### config.mk
export PLATFORM = sky130hd
export DESIGN_NAME = instrument_seq
export DESIGN_NICKNAME = d
export VERILOG_FILES = /design/src/rtl/instrument_seq.sv
export SDC_FILE = /design/constraint.sdc
export NUM_CORES = 1
export LEC_CHECK = 0
export ABC_AREA = 1
export ABC_CLOCK_PERIOD_IN_PS = 2100
export BUFFER_PORTS_ARGS = -buffer_cell sky130_fd_sc_hd__buf_2
export CAP_MARGIN = 20
export CORE_ASPECT_RATIO = 1.75
export CORE_MARGIN = 8
export CORE_UTILIZATION = 55
export DETAILED_ROUTE_END_ITERATION = 7
export PLACE_DENSITY_LB_ADDON = 0.25
export SYNTH_ARGS = -nofsm -noshare
export SYNTH_HDL_FRONTEND = slang
export SYNTH_SLANG_ARGS = --single-unit
### constraint.sdc
create_clock -name clk -period 2.1 [get_ports clk]
set_clock_uncertainty 0.05 [all_clocks]
set_input_delay 0.42 -clock clk [delete_from_list [all_inputs] [get_ports clk]]
set_output_delay 0.42 -clock clk [all_outputs]
set_load 0.01 [all_outputs]
### src/rtl/instrument_seq.sv
`default_nettype none
// ============================================================================
// Module   : instrument_seq
// Purpose  : Note sequencer for a simple keyboard instrument. It has three
//            uses: live pass-through, recording of note presses into a small
//            step buffer, and playback of that buffer. Playback advances
//            either on a tempo timer or on a manual step button.
// Ports    : clk        - sole clock, rising edge
//            reset      - synchronous, active-high reset
//            note_in    - note buttons, one bit per note (0..6 = C..B)
//            mode       - 00 LIVE, 01 RECORD, 10 PLAY_AUTO, 11 PLAY_MANUAL
//            step       - manual advance button (rising edge is the event)
//            note_out   - registered note drive to the tone stage
//            seg_note   - active-low 7-seg letter of lowest active note_out bit
//            seg_step   - active-low 7-seg hex digit of step_idx[3:0]
//            step_idx   - playback index, or write pointer while recording
//            rec_count  - number of stored steps
//            full       - rec_count == DEPTH
// Revision : 1.0 - initial release
// ============================================================================
module instrument_seq #(
  parameter int NUM_NOTES = 7,
  parameter int DEPTH     = 16,
  parameter int TEMPO_DIV = 25000000
) (
  input  logic                       clk,
  input  logic                       reset,
  input  logic [NUM_NOTES-1:0]       note_in,
  input  logic [1:0]                 mode,
  input  logic                       step,
  output logic [NUM_NOTES-1:0]       note_out,
  output logic [6:0]                 seg_note,
  output logic [6:0]                 seg_step,
  output logic [$clog2(DEPTH)-1:0]   step_idx,
  output logic [$clog2(DEPTH):0]     rec_count,
  output logic                       full
);

  localparam int AW = $clog2(DEPTH);
  localparam int TW = $clog2(TEMPO_DIV);

  typedef enum logic [1:0] {
    ST_LIVE   = 2'd0,
    ST_RECORD = 2'd1,
    ST_PLAY   = 2'd2
  } state_t;

  state_t                state, state_nx;
  logic [NUM_NOTES-1:0]  note_in_q;
  logic [NUM_NOTES-1:0]  new_press;
  logic                  step_q;
  logic                  step_rise;
  logic                  manual_q;   // mode[0] of the previous cycle
  logic [AW-1:0]         play_idx;
  logic [AW-1:0]         wr_ptr;
  logic [AW-1:0]         play_idx_adv;
  logic [TW-1:0]         tempo_cnt;
  logic                  tempo_hit;
  logic                  rec_we;
  logic [NUM_NOTES-1:0]  buffer [DEPTH];

  // --------------------------------------------------------------------------
  // State machine
  // --------------------------------------------------------------------------
  always_ff @(posedge clk) begin
    if (reset) state <= ST_LIVE;
    else       state <= state_nx;
  end

  always_comb begin
    state_nx = ST_LIVE;
    if (mode[1])      state_nx = ST_PLAY;
    else if (mode[0]) state_nx = ST_RECORD;
  end

  // --------------------------------------------------------------------------
  // Datapath helpers
  // --------------------------------------------------------------------------
  assign new_press = note_in & ~note_in_q;
  assign step_rise = step & ~step_q;
  assign full      = (rec_count == (AW+1)'(DEPTH));
  assign tempo_hit = (tempo_cnt == TW'(TEMPO_DIV - 1));

  // A write only happens once RECORD is already established; the entry edge
  // is spent clearing the count and pointer.
  assign rec_we = !reset && (state == ST_RECORD) && (state_nx == ST_RECORD) &&
                  (|new_press) && !full;

  // Wrap after the last stored step; an empty recording pins the index at 0.
  always_comb begin
    play_idx_adv = play_idx + AW'(1);
    if ((rec_count == '0) || (({1'b0, play_idx} + (AW+1)'(1)) == rec_count))
      play_idx_adv = '0;
  end

  always_ff @(posedge clk) begin
    if (reset) begin
      note_in_q <= '0;
      step_q    <= 1'b0;
      manual_q  <= 1'b0;
      note_out  <= '0;
      play_idx  <= '0;
      wr_ptr    <= '0;
      rec_count <= '0;
      tempo_cnt <= '0;
    end else begin
      note_in_q <= note_in;
      step_q    <= step;
      manual_q  <= mode[0];
      case (state_nx)
        ST_RECORD: begin
          note_out <= note_in;
          if (state != ST_RECORD) begin
            rec_count <= '0;
            wr_ptr    <= '0;
          end else if (rec_we) begin
            rec_count <= rec_count + (AW+1)'(1);
            // The pointer parks on the last slot rather than wrapping.
            if (wr_ptr != AW'(DEPTH - 1)) wr_ptr <= wr_ptr + AW'(1);
          end
        end
        ST_PLAY: begin
          if (state != ST_PLAY) begin
            play_idx  <= '0;
            tempo_cnt <= '0;
            note_out  <= '0;
          end else begin
            note_out <= (rec_count == '0) ? '0 : buffer[play_idx];
            if (manual_q != mode[0]) begin
              // Auto/manual switch: keep the position, restart the tempo.
              tempo_cnt <= '0;
            end else if (mode[0]) begin
              tempo_cnt <= '0;
              if (step_rise) play_idx <= play_idx_adv;
            end else if (tempo_hit) begin
              tempo_cnt <= '0;
              play_idx  <= play_idx_adv;
            end else begin
              tempo_cnt <= tempo_cnt + TW'(1);
            end
          end
        end
        default: note_out <= note_in;
      endcase
    end
  end

  // Step buffer: no reset, contents are qualified by rec_count.
  always_ff @(posedge clk) begin
    if (rec_we) buffer[wr_ptr] <= new_press;
  end

  // --------------------------------------------------------------------------
  // Display outputs
  // --------------------------------------------------------------------------
  assign step_idx = (state == ST_RECORD) ? wr_ptr : play_idx;

  logic [4:0] low_idx;
  logic       low_found;

  always_comb begin
    low_idx   = 5'd0;
    low_found = 1'b0;
    for (int i = NUM_NOTES - 1; i >= 0; i--) begin
      if (note_out[i]) begin
        low_idx   = 5'(i);
        low_found = 1'b1;
      end
    end
    seg_note = 7'h7F;
    if (low_found) begin
      case (low_idx)
        5'd0:    seg_note = 7'h46;  // C
        5'd1:    seg_note = 7'h21;  // d
        5'd2:    seg_note = 7'h06;  // E
        5'd3:    seg_note = 7'h0E;  // F
        5'd4:    seg_note = 7'h10;  // g
        5'd5:    seg_note = 7'h08;  // A
        5'd6:    seg_note = 7'h03;  // b
        default: seg_note = 7'h7F;
      endcase
    end
  end

  logic [3:0] hex_digit;
  assign hex_digit = 4'(step_idx);

  always_comb begin
    seg_step = 7'h7F;
    case (hex_digit)
      4'h0: seg_step = 7'h40;
      4'h1: seg_step = 7'h79;
      4'h2: seg_step = 7'h24;
      4'h3: seg_step = 7'h30;
      4'h4: seg_step = 7'h19;
      4'h5: seg_step = 7'h12;
      4'h6: seg_step = 7'h02;
      4'h7: seg_step = 7'h78;
      4'h8: seg_step = 7'h00;
      4'h9: seg_step = 7'h10;
      4'hA: seg_step = 7'h08;
      4'hB: seg_step = 7'h03;
      4'hC: seg_step = 7'h46;
      4'hD: seg_step = 7'h21;
      4'hE: seg_step = 7'h06;
      4'hF: seg_step = 7'h0E;
      default: seg_step = 7'h7F;
    endcase
  end

endmodule
`default_nettype wire
== Word level (Yosys, flattened, before mapping) ==
Memories as Yosys holds them, arrays and structs flattened. A register that Yosys moved wholly into a read port is not among the register bits.
Index checks and enable logic that the tools add are counted.
Word-level totals
  register bits after elaboration: 56
  bits in writable memories: 112
  bits in read-only memories: 112
  input bits: 12
  output and inout bits: 31
  word-level logic and storage cells: 95
  memories kept: 2
Cells by class
  $add $sub $neg: 5
  eq/ne operators: 18
  muxes and demuxes: 41
  bitwise operators: 4
  reductions and logical operators: 16
Memory list
  (name not given): depth 16, bits a word 7, read ports 1, clocked after Yosys merged registers in 0, write ports 0, RTL line 190  | case (hex_digit)
  buffer: depth 16, bits a word 7, read ports 1, clocked after Yosys merged registers in 1, write ports 1, RTL line 60  | logic [NUM_NOTES-1:0] buffer [DEPTH];
Operators by type and width (number)
  25-bit two-way mux: 4
  7-bit case mux with 7 select lines: 1
  4-bit two-way mux: 12
  5-bit two-way mux: 8
  7-bit two-way mux: 4
  25-bit by 1-bit adder with 25-bit output (second input constant): 1
  25-bit == test (second input constant): 1
  5-bit by 3-bit == test with 1-bit output (second input constant): 3
  5-bit by 2-bit == test with 1-bit output (second input constant): 2
  5-bit logical NOT: 2
  1-bit two-way mux: 10
  4-bit by 1-bit adder with 4-bit output (second input constant): 2
  7-bit bitwise AND: 1
  7-bit inverter: 1
  7-bit OR reduction: 1
  4-bit by 1-bit adder with 5-bit output (second input constant): 1
  5-bit by 1-bit adder with 5-bit output (second input constant): 1
  5-bit by 1-bit == test with 1-bit output (second input constant): 1
  5-bit == test: 1
  5-bit == test (second input constant): 1
  2-bit by 1-bit == test with 1-bit output (second input constant): 2
  1-bit logical AND: 4
  2-bit inequality test (second input constant): 2
  4-bit inequality test (second input constant): 1
  15 further kinds: 17

== Longest topological paths before layout ==
Gate-level depths: netlist of run 1.
  word-level depth: 10
  mapped depth: 12
  mapped depth without buffers: 12

== Worst setup path before layout of run 1 ==
No wires, ideal clock.
  path kind: register -> output
  start: register state[0]
  end: output seg_step[3]
  data arrival time: 1.868 ns
  required time: 1.630 ns
  path slack: -0.238 ns
  cell stages (with the launch flop): 10
  path buffers: 0
  cell sequence: dfxtp_1 inv_1 nor2_4 inv_2 a21oi_1 inv_1 ha_1 inv_1 nor2_1 o21ai_0
On the way
  word-level cells in the longest chain between the ends: 3
Ends and longest elaborated chain
  start, declared: RTL line 48  | state_t state, state_nx;
  start signal, assigned: RTL line 67  | else state <= state_nx;
  2-bit by 1-bit == test with 1-bit output: RTL line 156  | assign step_idx = (state == ST_RECORD) ? wr_ptr : play_idx;
  4-bit two-way mux: RTL line 156
  via step_idx[0]: RTL line 34  | output logic [$clog2(DEPTH)-1:0] step_idx,
  memory read 16 x 7 bit
  end, declared: RTL line 33  | output logic [6:0] seg_step,
The timed path passes the listed nets, and every way through them passes these cells.

== Worst setup path in the final report of run 1 ==
  start: register state[0]
  end: output seg_step[3]
On the way
  word-level cells in the longest chain between the ends: 3
Ends and longest elaborated chain (RTL line)
  2-bit by 1-bit == test with 1-bit output: 156
  4-bit two-way mux: 156
  memory read 16 x 7 bit
No other way between the ends.

==> flow_metrics.tcl, run 1 <==
set metrics [dict create \
    status "complete, but fails checks" \
    violations "setup timing" \
    netlist_area_um2 8000 \
    seq_power_share_pct 49.2 \
    synth_warnings 0 \
    final_common_cell "nor2_1" \
    grt_use_total_pct 22.9 \
    place_inst 1131 \
    syn_inst 886 \
    clkPwrFrac_pct 42.3 \
    cts_made_buffers 17 \
    ys_async_sr_fraction_pct 0 \
    row_count 58 \
    cp.arrival_ns 1.95 \
    avgSynthCellArea_um2 9.03 \
    stdcell_area_um2 9680 \
    irDropWorstVdd_uv 597 \
    holdCritPathClass "in -> reg" \
    hold_viol 0 \
    setup_tns_ns -2.94 \
    p_switching_mw 1.87 \
    drv_cap 0 \
    syn-num-nets 912 \
    powerDensity_nw_per_um2 769 \
    drive_gt1_share_pct 21.8 \
    start_util_pct 55.9 \
    hold_ws_ns 0.142 \
    synth_top_area_share_pct 42.1 \
    slew_violations 0 \
    fin_crit_ns 2.42 \
    yosys.area.top_type "edfxtp_1" \
    p_int_mw 5.57 \
    vias 6585 \
    port_buffers 42 \
    antenna_found_initial 0 \
    ys_seq_area_share_pct 57.1 \
    diodes 0 \
    clkLatencyLatePin_ns 0.43 \
    preCtsSetupSlack_ns -0.00479 \
    grt_max_degree 57 \
    cts_buffer_depth 2 \
    design_power_total_mw 7.44 \
    dpl_cell_area_um2 8770 \
    dpl.hpwl_um 14200 \
    die_y_um 176 \
    viasPerCell 5.60 \
    synth_edf_count 112 \
    wl_per_cell_um 17.9 \
    fin_nets 1008 \
    drt-total-wl_um 21100 \
    synth_area_leaders "edfxtp_1 (42%), dfxtp_1 (15%), nand2_1 (7.5%)" \
    worstMarginPinSlew_ns 0.626 \
    start_kind "flop" \
    die_width_um 107 \
    first_iter_violations 368 \
    fin_cells 1175 \
    cts.sinks 172 \
    gr-total-overflow 0 \
    rsz0062_at_grt "yes" \
    slew_headroom_pct 58.2 \
    grt_pass1_vias 6582 \
    final_cell_mix "nor2_1 (146), nand2_1 (145), edfxtp_1 (112)" \
    final.period_utilization_pct 115 \
    cts-root-buf "clkbuf_16" \
    final_core_util_pct 67.7 \
    synth-seq-cells 172 \
    synthToLayoutAreaGrowth_pct 21.0 \
    synth_ff_type "edfxtp_1" \
    setup_viol 14 \
    critical_path_required_ns 1.63 \
    critical_path_class "reg -> out" \
    grt_pass1_wl_um 33300 \
    setup_ws_ns -0.320 \
    die_area_um2 18800 \
    cp_max_fo 6 \
    switching_share_pct 25.1 \
    synth.distinct_cells 38 \
    end_kind "primary output" \
    drtAntennaViolNets 0 \
    leakage_nw 3.65 \
    cts_tree "built" \
    fp.coreArea_um2 14300 \
    fmaxAchievable_ghz 0.413 \
    ioPinCount 43 \
    gp_congestion 0.955 \
    htreeDepth 4 \
    remaining_drc_errors 0 \
    pwr-share-comb_pct 8.5 \
    clk_pin_slew_ns 0.07 \
    dr.pass1.iters 4 \
]
## cells in the mapped netlist, types with 12 or more instances
cell / n
nand2_1: 159
nor2_1: 155
edfxtp_1: 112
o21ai_0: 99
inv_1: 72
dfxtp_1: 60
nand3_1: 43
a21oi_1: 37
ha_1: 14
nand4_1: 14
nor3_1: 13
o211ai_1: 13
xor2_1: 13
buf_2: 12
clkbuf_1: 12
## metal layers
metal / track usage (%) / wire length (um) / share of wire, %
met1: 20.8 / 6950 / 33
met2: 44.3 / 12100 / 57
met3: 4.99 / 966 / 4.6
met4: 13.3 / 1090 / 5.2
met5: 0 / 0 / 0
## logic make-up after synthesis
kind of cell	synth area share, %
simple gates	21.8
xor+xnor	1.75
buf+inv	5.49
compound gates	11.2
fa+ha+maj	2.19
mux	0.501
flops	57.1
## worst max-delay path, cell delays in order, from the launching register on
cell and delay, ns:
dfxtp_2 0.33, inv_2 0.04, nor2_4 0.11, inv_4 0.07
o21a_4 0.22, buf_4 0.16, ha_1 0.17, nand2_1 0.09
nand2_1 0.06, nand2_1 0.07, o21ai_1 0.06, buf_2 0.14
## registers in the layout (all words and copies together) (netlist names), named ones only
signal     count
manual_q       1
play_idx       4
note_in_q      7
wr_ptr         4
state          2
rec_count      5
step_q         1
tempo_cnt     25
buffer       112
note_out       7
## repair_timing
action / in CTS / in global routing
endpoints found under the setup margin: 16 / 108
hold buffers: 0 / 0
resized for setup: 33 / 36
pin swaps: 3 / 8
cloned: 1 / 0
setup buffers: 8 / 3
## worst paths after layout
path                start  cells after the start            to  slack [ns]
max              state[0]                     11   seg_step[3]       -0.32
min                 reset                      2      state[0]        0.14
max reg2reg          flop                     10   note_out[6]        0.18
min reg2reg  tempo_cnt[9]                      2  tempo_cnt[9]        0.44
## power by group through the flow
stage	clock network, mW	registers (mW)	logic, mW
final	3.15	3.66	0.635
after global routing	3.31	3.66	0.696
after CTS	3.16	3.65	0.574
after detailed placement	0	3.72	0.526
after global placement	0	3.72	0.516
after floorplan	0	3.72	0.312
## area by class of cell
class                   count  area (um^2)
fillers                  1127         4620
flip-flops and latches    172         4570
multi-input cells         607         3210
repair buffers            106          783
clock buffers              17          425
inverters                  78          295
well taps                 180          225
clock inverters            15          169
Note: power is estimated with default switching activity, not from simulation.
==> inputs of run 2 (changes only) <==
- PLACE_DENSITY: unset -> 0.76
- PLACE_DENSITY_LB_ADDON: 0.25 -> unset
- RECOVER_POWER: unset -> 25
==> flow_metrics.tcl, run 2 (synthesis gave the netlist of run 1 again) <==
set metrics [dict create \
    status "complete, but fails checks" \
    violations "setup timing" \
    cp_max_fo 7 \
    die_area_um2 18800 \
    fin_crit_ns 2.52 \
    grtUsageMet1_pct 21.1 \
    hold_viol 0 \
    cts-root-buf "clkbuf_16" \
    worstMarginPinSlew_ns 0.898 \
    hold_path_depth 3 \
    grt_pass1_wl_um 33000 \
    largest-register "buffer" \
    fmaxAchievable_ghz 0.397 \
    htreeDepth 4 \
    slew_headroom_pct 40.1 \
    cp.arrival_ns 2.05 \
    synthToLayoutAreaGrowth_pct 22.3 \
    gp_congestion 0.967 \
    row_count 58 \
    leakage_nw 3.67 \
    fin_cells 1184 \
    powerDensity_nw_per_um2 756 \
    stdcell_area_um2 9780 \
    drt-total-wl_um 22000 \
    rsz0062_at_grt "yes" \
    cts_buffer_depth 2 \
    fp.coreArea_um2 14300 \
    reg2regPathDepth 10 \
    port_buffers 42 \
    design_power_total_mw 7.39 \
    wl_per_cell_um 18.6 \
    setup_viol 15 \
    clk_pin_slew_ns 0.08 \
    dr.pass1.iters 7 \
    final_common_cell "nor2_1" \
    diodes 0 \
    gr-total-overflow 0 \
    grt_pass1_vias 6638 \
    antenna_found_initial 0 \
    setup_tns_ns -3.42 \
    cts-hold-fix-buffers 0 \
    die_y_um 176 \
    grt_max_degree 57 \
    place_inst 1131 \
    fin_nets 1017 \
    cts_made_buffers 17 \
    start_util_pct 55.9 \
    holdCritPathClass "in -> reg" \
    busiest_layer "met2" \
    drive_gt1_share_pct 22.3 \
    first_iter_violations 378 \
    viasPerCell 5.62 \
    dpl.hpwl_um 14200 \
    vias 6658 \
    dpl_cell_area_um2 8770 \
    ioPinCount 43 \
    cts.sinks 172 \
    remaining_drc_errors 0 \
    irDropWorstVdd_uv 720 \
    start_kind "flop" \
    clkLatencyLatePin_ns 0.43 \
    largest_register_ffs 112 \
    use_met3_pct 3.19 \
    drv_cap 0 \
    grt_use_met2_pct 44.2 \
    drtAntennaViolNets 0 \
    die_width_um 107 \
    critical_path_class "reg -> out" \
    end_kind "primary output" \
    grt_use_total_pct 22.7 \
    setup_ws_ns -0.420 \
    critical_path_required_ns 1.63 \
    slew_violations 0 \
    preCtsSetupSlack_ns -0.0155 \
    top_regs "buffer: 112 flops, tempo_cnt: 25 flops" \
    cts_tree "built" \
    final_cell_mix "nor2_1 (150), nand2_1 (143), edfxtp_1 (112)" \
    final.period_utilization_pct 120 \
]
[run 2: changes by cell type in the layout (fill, tap and decap cells not counted), moves of 3 or more]
cell      delta
o21ai_0      -3
nor2_2       -5
buf_6        +4
buf_2        -3
nor2_1       +4
clkbuf_1     +8
[run 2: what timing repair did]
item	4_1_cts	5_1_grt
gates cloned	0	0
pin swaps	11	24
setup endpoints to repair	14	53
resized for setup	43	52
setup buffers	12	9
[run 2: power by group]
part	internal (mW)	total, mW	switching (mW)
clock network	1.59	3.06	1.48
logic	0.256	0.674	0.417
registers	3.63	3.66	0.0276
total	5.47	7.39	1.92
[run 2: through the flow]
stage	hold slack [ns]	utilization, %
after global routing	0.173	68.4
after global placement	0.415	61.4
after detailed placement	0.434	61.4
after floorplan	0.403	-
after CTS	0.137	67.0
final	0.167	68.4
[run 2: final timing paths]
path                                     from            end  slack, ns
worst max register to register   rec_count[0]   buffer[1][4]       0.12
worst min register to register  tempo_cnt[24]  tempo_cnt[24]       0.45
worst min-delay path               note_in[3]   note_in_q[3]       0.17
worst max-delay path                 state[0]    seg_step[1]      -0.42
[run 2: metal layers]
metal  up-vias  wire length [um]
met4         0              1130
met1      3132              7250
met3        77              1080
met5         -                 0
met2       260             12500
li1       3189                 -
[run 2: layout make-up]
type / count / area, um^2
clock buffers: 17 / 425
clock inverters: 15 / 154
fillers: 1075 / 4520
inverters: 78 / 303
multi-input cells: 606 / 3250
flip-flops and latches: 172 / 4570
well taps: 180 / 225
repair buffers: 116 / 851
[run 2: worst max-delay path: stages (launching register included)]
cell and delay [ns]:
dfxtp_2 0.34, inv_2 0.04, nor2_4 0.11, inv_4 0.08, buf_6 0.14, o21ai_4 0.32
inv_4 0.11, nand2_4 0.10, o21ai_2 0.06, o21ai_1 0.16, buf_2 0.17
